<file path="src/rtl/median_pkg.sv">
// rtl/median_pkg.sv - shared types and constants for the median output packer
//
// Purpose: pixel/word widths, the frame FSM state encoding and the FIFO
// entry type used by median_out_packer and pix_word_fifo.
// Ports: none (package).

package median_pkg;

  localparam int DATA_WIDTH = 8;
  localparam int PACK       = 4;
  localparam int WORD_WIDTH = PACK * DATA_WIDTH;

  typedef enum logic [1:0] {
    IDLE  = 2'd0,
    RUN   = 2'd1,
    DRAIN = 2'd2,
    DONE  = 2'd3
  } state_t;

  // A packed word plus its end-of-frame marker travel together through the FIFO.
  typedef struct packed {
    logic [WORD_WIDTH-1:0] data;
    logic                  last;
  } word_t;

endpackage

</file>
<file path="src/rtl/median_out_packer_if.sv">
// rtl/median_out_packer_if.sv - pixel-in / word-out bus of the median output packer
//
// Purpose: bundles the filter-side pixel stream and the writer-side word
// handshake.
// Signals: en, valid_in, data_in (pixel side); out_data, out_valid,
// out_ready, out_last (word side).
// Modports: master = packer (drives the word stream), slave = the
// surrounding logic (drives pixels and out_ready).

interface median_out_packer_if #(
  parameter int DATA_WIDTH = 8
);
  logic                    en;
  logic                    valid_in;
  logic [DATA_WIDTH-1:0]   data_in;
  logic [4*DATA_WIDTH-1:0] out_data;
  logic                    out_valid;
  logic                    out_ready;
  logic                    out_last;

  modport master (
    input  en, valid_in, data_in, out_ready,
    output out_data, out_valid, out_last
  );

  modport slave (
    output en, valid_in, data_in, out_ready,
    input  out_data, out_valid, out_last
  );
endinterface

</file>
<file path="src/rtl/pix_word_fifo.sv">
// rtl/pix_word_fifo.sv - first-word-fall-through FIFO of packed pixel words
//
// Purpose: buffers word_t entries between the packer and the frame writer.
// The head entry is read straight from the storage registers, so a word
// written on an edge is visible at the output right after that edge.
// Ports: clk, reset (async active-low), push/push_word, pop, head,
// full, empty.

module pix_word_fifo
  import median_pkg::*;
#(
  parameter int DEPTH = 8
) (
  input  logic  clk,
  input  logic  reset,
  input  logic  push,
  input  word_t push_word,
  input  logic  pop,
  output word_t head,
  output logic  full,
  output logic  empty
);

  localparam int AW = (DEPTH > 1) ? $clog2(DEPTH) : 1;

  word_t         mem [DEPTH];
  logic [AW-1:0] wr_ptr;
  logic [AW-1:0] rd_ptr;
  logic [AW:0]   count;
  logic          do_push;
  logic          do_pop;

  assign full  = (count == (AW+1)'(DEPTH));
  assign empty = (count == '0);

  // When full, a same-cycle pop frees the slot the write lands in
  // (wr_ptr == rd_ptr), so the push may proceed.
  assign do_pop  = pop && !empty;
  assign do_push = push && (!full || do_pop);

  always_ff @(posedge clk or negedge reset) begin
    if (!reset) begin
      wr_ptr <= '0;
      rd_ptr <= '0;
      count  <= '0;
      for (int i = 0; i < DEPTH; i++) begin
        mem[i] <= '0;
      end
    end else begin
      if (do_push) begin
        mem[wr_ptr] <= push_word;
        wr_ptr      <= wr_ptr + 1'b1;
      end
      if (do_pop) begin
        rd_ptr <= rd_ptr + 1'b1;
      end
      case ({do_push, do_pop})
        2'b10:   count <= count + 1'b1;
        2'b01:   count <= count - 1'b1;
        default: count <= count;
      endcase
    end
  end

  assign head = mem[rd_ptr];

endmodule

</file>
<file path="src/rtl/median_out_packer.sv">
// rtl/median_out_packer.sv - packs 4 filter pixels per word and streams frame words out
//
// Purpose: collects accepted pixels into 32-bit words (first pixel in the
// low byte), zero-pads and flags the final word of each frame, buffers
// words in pix_word_fifo and pulses frame_done after the final word is
// taken downstream.
// Ports: clk, reset (async active-low), bus (median_out_packer_if.master:
// pixel input and word handshake), frame_done (1-cycle pulse), overflow
// (sticky word-drop flag).

module median_out_packer
  import median_pkg::*;
#(
  parameter int DATA_WIDTH = 8,
  parameter int IMG_W      = 256,
  parameter int IMG_H      = 256,
  parameter int FIFO_DEPTH = 8
) (
  input  logic                clk,
  input  logic                reset,
  median_out_packer_if.master bus,
  output logic                frame_done,
  output logic                overflow
);

  localparam int P        = IMG_W * IMG_H;
  localparam int PIX_BITS = (P > 1) ? $clog2(P) : 1;

  state_t                state_q;
  state_t                state_d;
  logic [1:0]            lane_cnt;
  logic [PIX_BITS-1:0]   pix_cnt;
  logic [DATA_WIDTH-1:0] lane_q [PACK];
  logic                  overflow_q;

  word_t push_word;
  word_t head;
  logic  full;
  logic  empty;
  logic  accept;
  logic  last_pix;
  logic  push;
  logic  pop;
  logic  drop;

  // Pixels are ignored only while waiting for the final word to leave;
  // the DONE cycle already accepts the next frame.
  assign accept   = bus.valid_in && bus.en && (state_q != DRAIN);
  assign last_pix = (pix_cnt == PIX_BITS'(P - 1));
  assign push     = accept && ((lane_cnt == 2'(PACK - 1)) || last_pix);
  assign pop      = !empty && bus.out_ready;
  assign drop     = push && full && !pop;

  // Lanes below lane_cnt were filled earlier in this word, the current
  // pixel goes into lane_cnt, and lanes above stay zero (final-word pad).
  always_comb begin
    push_word      = '0;
    push_word.last = last_pix;
    for (int i = 0; i < PACK; i++) begin
      if (i < int'(lane_cnt)) begin
        push_word.data[i*DATA_WIDTH +: DATA_WIDTH] = lane_q[i];
      end else if (i == int'(lane_cnt)) begin
        push_word.data[i*DATA_WIDTH +: DATA_WIDTH] = bus.data_in;
      end
    end
  end

  pix_word_fifo #(
    .DEPTH (FIFO_DEPTH)
  ) u_fifo (
    .clk       (clk),
    .reset     (reset),
    .push      (push),
    .push_word (push_word),
    .pop       (pop),
    .head      (head),
    .full      (full),
    .empty     (empty)
  );

  always_ff @(posedge clk or negedge reset) begin
    if (!reset) begin
      lane_cnt   <= '0;
      pix_cnt    <= '0;
      overflow_q <= 1'b0;
      for (int i = 0; i < PACK; i++) begin
        lane_q[i] <= '0;
      end
    end else begin
      if (accept) begin
        lane_q[lane_cnt] <= bus.data_in;
        lane_cnt         <= push ? 2'd0 : lane_cnt + 2'd1;
        pix_cnt          <= last_pix ? '0 : pix_cnt + 1'b1;
      end
      if (drop) begin
        overflow_q <= 1'b1;
      end
    end
  end

  always_ff @(posedge clk or negedge reset) begin
    if (!reset) begin
      state_q <= IDLE;
    end else begin
      state_q <= state_d;
    end
  end

  // If the final word itself is dropped there is nothing left to wait for,
  // so the frame closes immediately instead of stalling in DRAIN.
  always_comb begin
    state_d    = state_q;
    frame_done = 1'b0;
    case (state_q)
      IDLE: begin
        if (accept) begin
          state_d = last_pix ? (drop ? DONE : DRAIN) : RUN;
        end
      end
      RUN: begin
        if (accept && last_pix) begin
          state_d = drop ? DONE : DRAIN;
        end
      end
      DRAIN: begin
        if (pop && head.last) begin
          state_d = DONE;
        end
      end
      DONE: begin
        frame_done = 1'b1;
        if (accept) begin
          state_d = last_pix ? (drop ? DONE : DRAIN) : RUN;
        end else begin
          state_d = IDLE;
        end
      end
      default: state_d = IDLE;
    endcase
  end

  assign bus.out_valid = !empty;
  assign bus.out_data  = head.data;
  assign bus.out_last  = head.last && !empty;
  assign overflow      = overflow_q;

endmodule

</file>
<file path="src/flat_wrapper.sv">
// flat-port wrapper written by rule: the top's interface ports become plain ports
module median_out_packer_flat import median_pkg::*;
#(
  parameter int DATA_WIDTH = 8,
  parameter int IMG_W      = 256,
  parameter int IMG_H      = 256,
  parameter int FIFO_DEPTH = 8
)
  (clk, reset, frame_done, overflow, bus_en, bus_valid_in, bus_data_in, bus_out_ready, bus_out_data, bus_out_valid, bus_out_last);
  median_out_packer_if #(.DATA_WIDTH(DATA_WIDTH)) bus_i ();
  input  logic clk;
  input  logic reset;
  output logic frame_done;
  output logic overflow;
  input wire logic [$bits(bus_i.en)-1:0] bus_en;
  input wire logic [$bits(bus_i.valid_in)-1:0] bus_valid_in;
  input wire logic [$bits(bus_i.data_in)-1:0] bus_data_in;
  input wire logic [$bits(bus_i.out_ready)-1:0] bus_out_ready;
  output wire logic [$bits(bus_i.out_data)-1:0] bus_out_data;
  output wire logic [$bits(bus_i.out_valid)-1:0] bus_out_valid;
  output wire logic [$bits(bus_i.out_last)-1:0] bus_out_last;
  assign bus_i.en = bus_en;
  assign bus_i.valid_in = bus_valid_in;
  assign bus_i.data_in = bus_data_in;
  assign bus_i.out_ready = bus_out_ready;
  assign bus_out_data = bus_i.out_data;
  assign bus_out_valid = bus_i.out_valid;
  assign bus_out_last = bus_i.out_last;
  median_out_packer #(.DATA_WIDTH(DATA_WIDTH), .IMG_W(IMG_W), .IMG_H(IMG_H), .FIFO_DEPTH(FIFO_DEPTH)) u_core (.clk(clk), .reset(reset), .bus(bus_i), .frame_done(frame_done), .overflow(overflow));
endmodule
</file>
<file path="config.mk">
export PLATFORM = sky130hd
export DESIGN_NAME = median_out_packer_flat
export DESIGN_NICKNAME = d
export VERILOG_FILES = /design/src/rtl/median_pkg.sv /design/src/rtl/median_out_packer_if.sv /design/src/rtl/pix_word_fifo.sv /design/src/rtl/median_out_packer.sv /design/src/flat_wrapper.sv
export SDC_FILE = /design/constraint.sdc
export NUM_CORES = 1
export LEC_CHECK = 0
export CORE_UTILIZATION = 65
export CTS_BUF_LIST = sky130_fd_sc_hd__clkbuf_4 sky130_fd_sc_hd__clkbuf_8
export CTS_CLUSTER_DIAMETER = 80
export DETAILED_ROUTE_END_ITERATION = 16
export DONT_BUFFER_PORTS = 1
export PLACE_DENSITY = 0.93
export REMOVE_ABC_BUFFERS = 1
export SYNTH_ARGS = -nofsm -noshare
export SYNTH_HDL_FRONTEND = slang
export SYNTH_SLANG_ARGS = --single-unit
</file>
<file path="constraint.sdc">
create_clock -name clk -period 3.05 [get_ports clk]
set_input_delay 0.61 -clock clk [delete_from_list [all_inputs] [get_ports clk]]
set_output_delay 0.61 -clock clk [all_outputs]
set_load 0.02 [all_outputs]
</file>
==> out/metrics.cfg <==
[cells_and_area]
syn_to_final_growth_pct=8.90
fin_util_pct=73.1
n_antenna_cell=0
drive_gt1_share_pct=50.5
nNetsFinal=1016
fill_cells=1262

[drt]
first_iter_violations=672
antenna_left=0
finalWirelength_mm=33.1
vias_per_cell=6.42
drt_pass1_iterations=5
drc=0
wl_per_cell_um=24.6
vias=8640

[timing]
timing.fmax_mhz=348
hold_viol_final=319
worstMarginPinSlew_ns=0.767
rsz0062_at_grt=no
fin_crit_sh_pct=94.2
finClkSkew_ns=0.0336
setup_viol=0
period_needed_ns=2.87
final_max_slew_viol_count=0
maxSlewHeadroom_pct=48.9
whs_ns=-0.250

[global_routing]
overflow=0
grtUsageTotal_pct=28.7
grt_max_degree=320
busiest_layer=met2
antenna_found_initial=0
use_met3_pct=5.56
grt_pass1_vias=9454
grtUsageMet2_pct=46.7
use_met1_pct=38.0
grt_pass1_wl_mm=53.3

[power]
p_clk_share_pct=29.5
combPwrFrac_pct=27.2
netSwitchingPower_w=0.00411
p_int_w=0.00888
max-vdd-ir-drop_v=0.000391
finalPower_w=0.0130
p_seq_share_pct=43.3
p_leak_nw=8.18
switching_share_pct=31.7
p_per_area_nw_per_um2=776

[floorplan]
num_io_pins=49
core_um2=22900
die_w_um=156
die-height_um=156
initial_core_util_pct=67.1
num_rows=55
die_area_um2=24300

[clocking]
htreeDepth=2
cts_sinks=319
clk_pin_slew_ns=0.06
cts_tree=yes
cts_root_buffer=clkbuf_8
ctsLongestPathBuffers=3
cts_buffers=51
clock_latency_ns=0.59

[yosys]
synth_cells=982
netlist_area_um2=15400
ys_ff_latch=319
avgSynthCellArea_um2=15.7
yosysWarningCount=0
synth_cell_types=45
ys_seq_area_share_pct=51.9

[setup_path]
critPathKind=flip-flop to output port
startpoint_type=flip-flop
critPathCaptureType=output port
r2r_setup_slack_ns=0.30
worstPathRequired_ns=2.44
crit_arrival_ns=2.26
crit_fanout=21

[outcome]
outcome=finished, violations left
violations=negative hold slack

[placed_design]
dp_hpwl_mm=18.4
place.gp.congestion=0.792
io_buffers=0

[hold_path]
hp-class=primary input to asynchronous set/reset pin

[job]
cap_viol_max_count=0

==> Yosys cell counts (all sizes together) <==
master / number / share of area [%]
a31oi: 1 / 0.041
nor4: 7 / 0.68
buf: 40 / 2.1
dfrtp: 319 / 52
or4: 6 / 0.29
o31ai: 5 / 0.24
nor4b: 1 / 0.057
or3b: 2 / 0.11
mux2i: 3 / 0.20
nand3b: 5 / 0.24
a21oi: 8 / 0.26
xor2: 9 / 0.51
nand4: 6 / 0.24
o221ai: 1 / 0.057
a41oi: 1 / 0.057
nand2b: 2 / 0.081
nand2: 42 / 1.0
and3: 3 / 0.12
nor2b: 4 / 0.16
nand3: 8 / 0.26
nor2: 6 / 0.15
inv: 9 / 0.22
a22o: 4 / 0.23
a21o: 1 / 0.049
mux4: 66 / 9.7
xnor2: 8 / 0.46
nor3b: 1 / 0.049
o21ai: 19 / 0.62
or3: 3 / 0.12
nor3: 6 / 0.23
and3b: 1 / 0.057
mux2: 331 / 27
o41a: 2 / 0.15
clkbuf: 27 / 0.66
and4: 3 / 0.17
and2: 11 / 0.45
ha: 11 / 0.90
==> area by class of cell <==
cell class	count	area (µm²)	share of cell area, %
Clock inverter	7	43.8	0.262
Clock buffer	86	1050	6.25
Sequential cell	319	7990	47.7
Inverter	9	33.8	0.202
Tap cell	313	392	2.34
Multi-Input combinational cell	587	6950	41.5
Timing Repair Buffer	24	293	1.75
==> final timing paths <==
path / cells past startpoint / end / from
setup / recovery: 3 / bus_out_data[14] / u_core.u_fifo.rd_ptr[0]
hold / removal: 0 / u_core.u_fifo.mem[184] / reset
setup reg to reg: 12 / u_core.u_fifo.count[2] / u_core.pix_cnt[0]
hold reg to reg: 1 / u_core.u_fifo.mem[111] / u_core.u_fifo.mem[111]
max in group asynchronous: 0 / u_core.u_fifo.rd_ptr[2] / reset
min in group clk: 1 / u_core.lane_q[18] / bus_data_in[2]
==> per-layer routing <==
metal	wire [µm]	share of wire, %
met1	13700	41
met2	16400	50
met3	1870	5.6
met4	1100	3.3
met5	0	0
==> critical path, cell delays in order, from the launching register on <==
cell     delay (ns)
dfrtp_4        0.50
buf_12         0.23
mux4_2         0.56
mux2_2         0.38
==> cell usage in the layout (no fill, tap or decap), types with 5 or more instances in the layout <==
cell type / count
a21oi_1: 8
and2_1: 11
buf_12: 9
buf_4: 15
clkbuf_4: 22
clkbuf_8: 64
clkinv_2: 5
dfrtp_1: 316
ha_1: 11
inv_1: 9
mux2_1: 8
mux2_2: 203
mux2_4: 120
mux4_2: 66
nand2_1: 42
nand3_1: 8
nand3b_1: 5
nand4_1: 6
nor2_1: 6
nor3_1: 5
o21ai_0: 7
o21ai_1: 12
o31ai_1: 5
xnor2_1: 8
xor2_1: 9
==> power by group through the flow <==
| stage | Sequential [W] | Combinational, W | Clock (W) |
|---|---|---|---|
| global placement | 0.00561 | 0.00329 | 0 |
| finish | 0.00563 | 0.00353 | 0.00383 |
| global route | 0.00571 | 0.00377 | 0.00408 |
| floorplan | 0.00574 | 0.00236 | 0 |
| detailed placement | 0.00569 | 0.00343 | 0 |
| CTS | 0.00561 | 0.00355 | 0.00389 |
==> through the flow <==
stage                     area, µm²  cells  hold slack (ns)  setup TNS, ns  worst slack (ns)
final                         16700   1345           -0.250              0             0.178
after global routing          16700   1345           -0.279              0            0.0826
after CTS                     16700   1345           -0.299              0             0.144
after detailed placement      15600   1250            0.330              0             0.359
after global placement        15600   1250            0.332              0             0.384
after floorplan               15000    915            0.314        -119.05             -1.21
==> state kept, by name, summed over array words and instances, names as in the netlist <==
register	count
u_core.u_fifo.count	4
u_core.u_fifo.mem	264
u_core.u_fifo.wr_ptr	3
u_core.lane_cnt	2
u_core.lane_q	24
u_core.u_fifo.rd_ptr	3
u_core.overflow	1
u_core.state_q	2
u_core.pix_cnt	16
==> cell families after synthesis <==
family / Yosys count / synth area share [%]
mux: 400 / 37.0
flops: 319 / 51.9
simple gates: 117 / 4.50
buf+inv: 76 / 2.98
compound gates: 42 / 1.70
xor+xnor: 17 / 0.968
fa+ha+maj: 11 / 0.895
==> timing repair <==
item                                    4_1_cts  5_1_grt
endpoints found under the hold margin       319      319
endpoints found under the setup margin        6        0
buffers inserted                              2        0
gates resized for setup                       0        0
(Power assumes the default switching activity.)
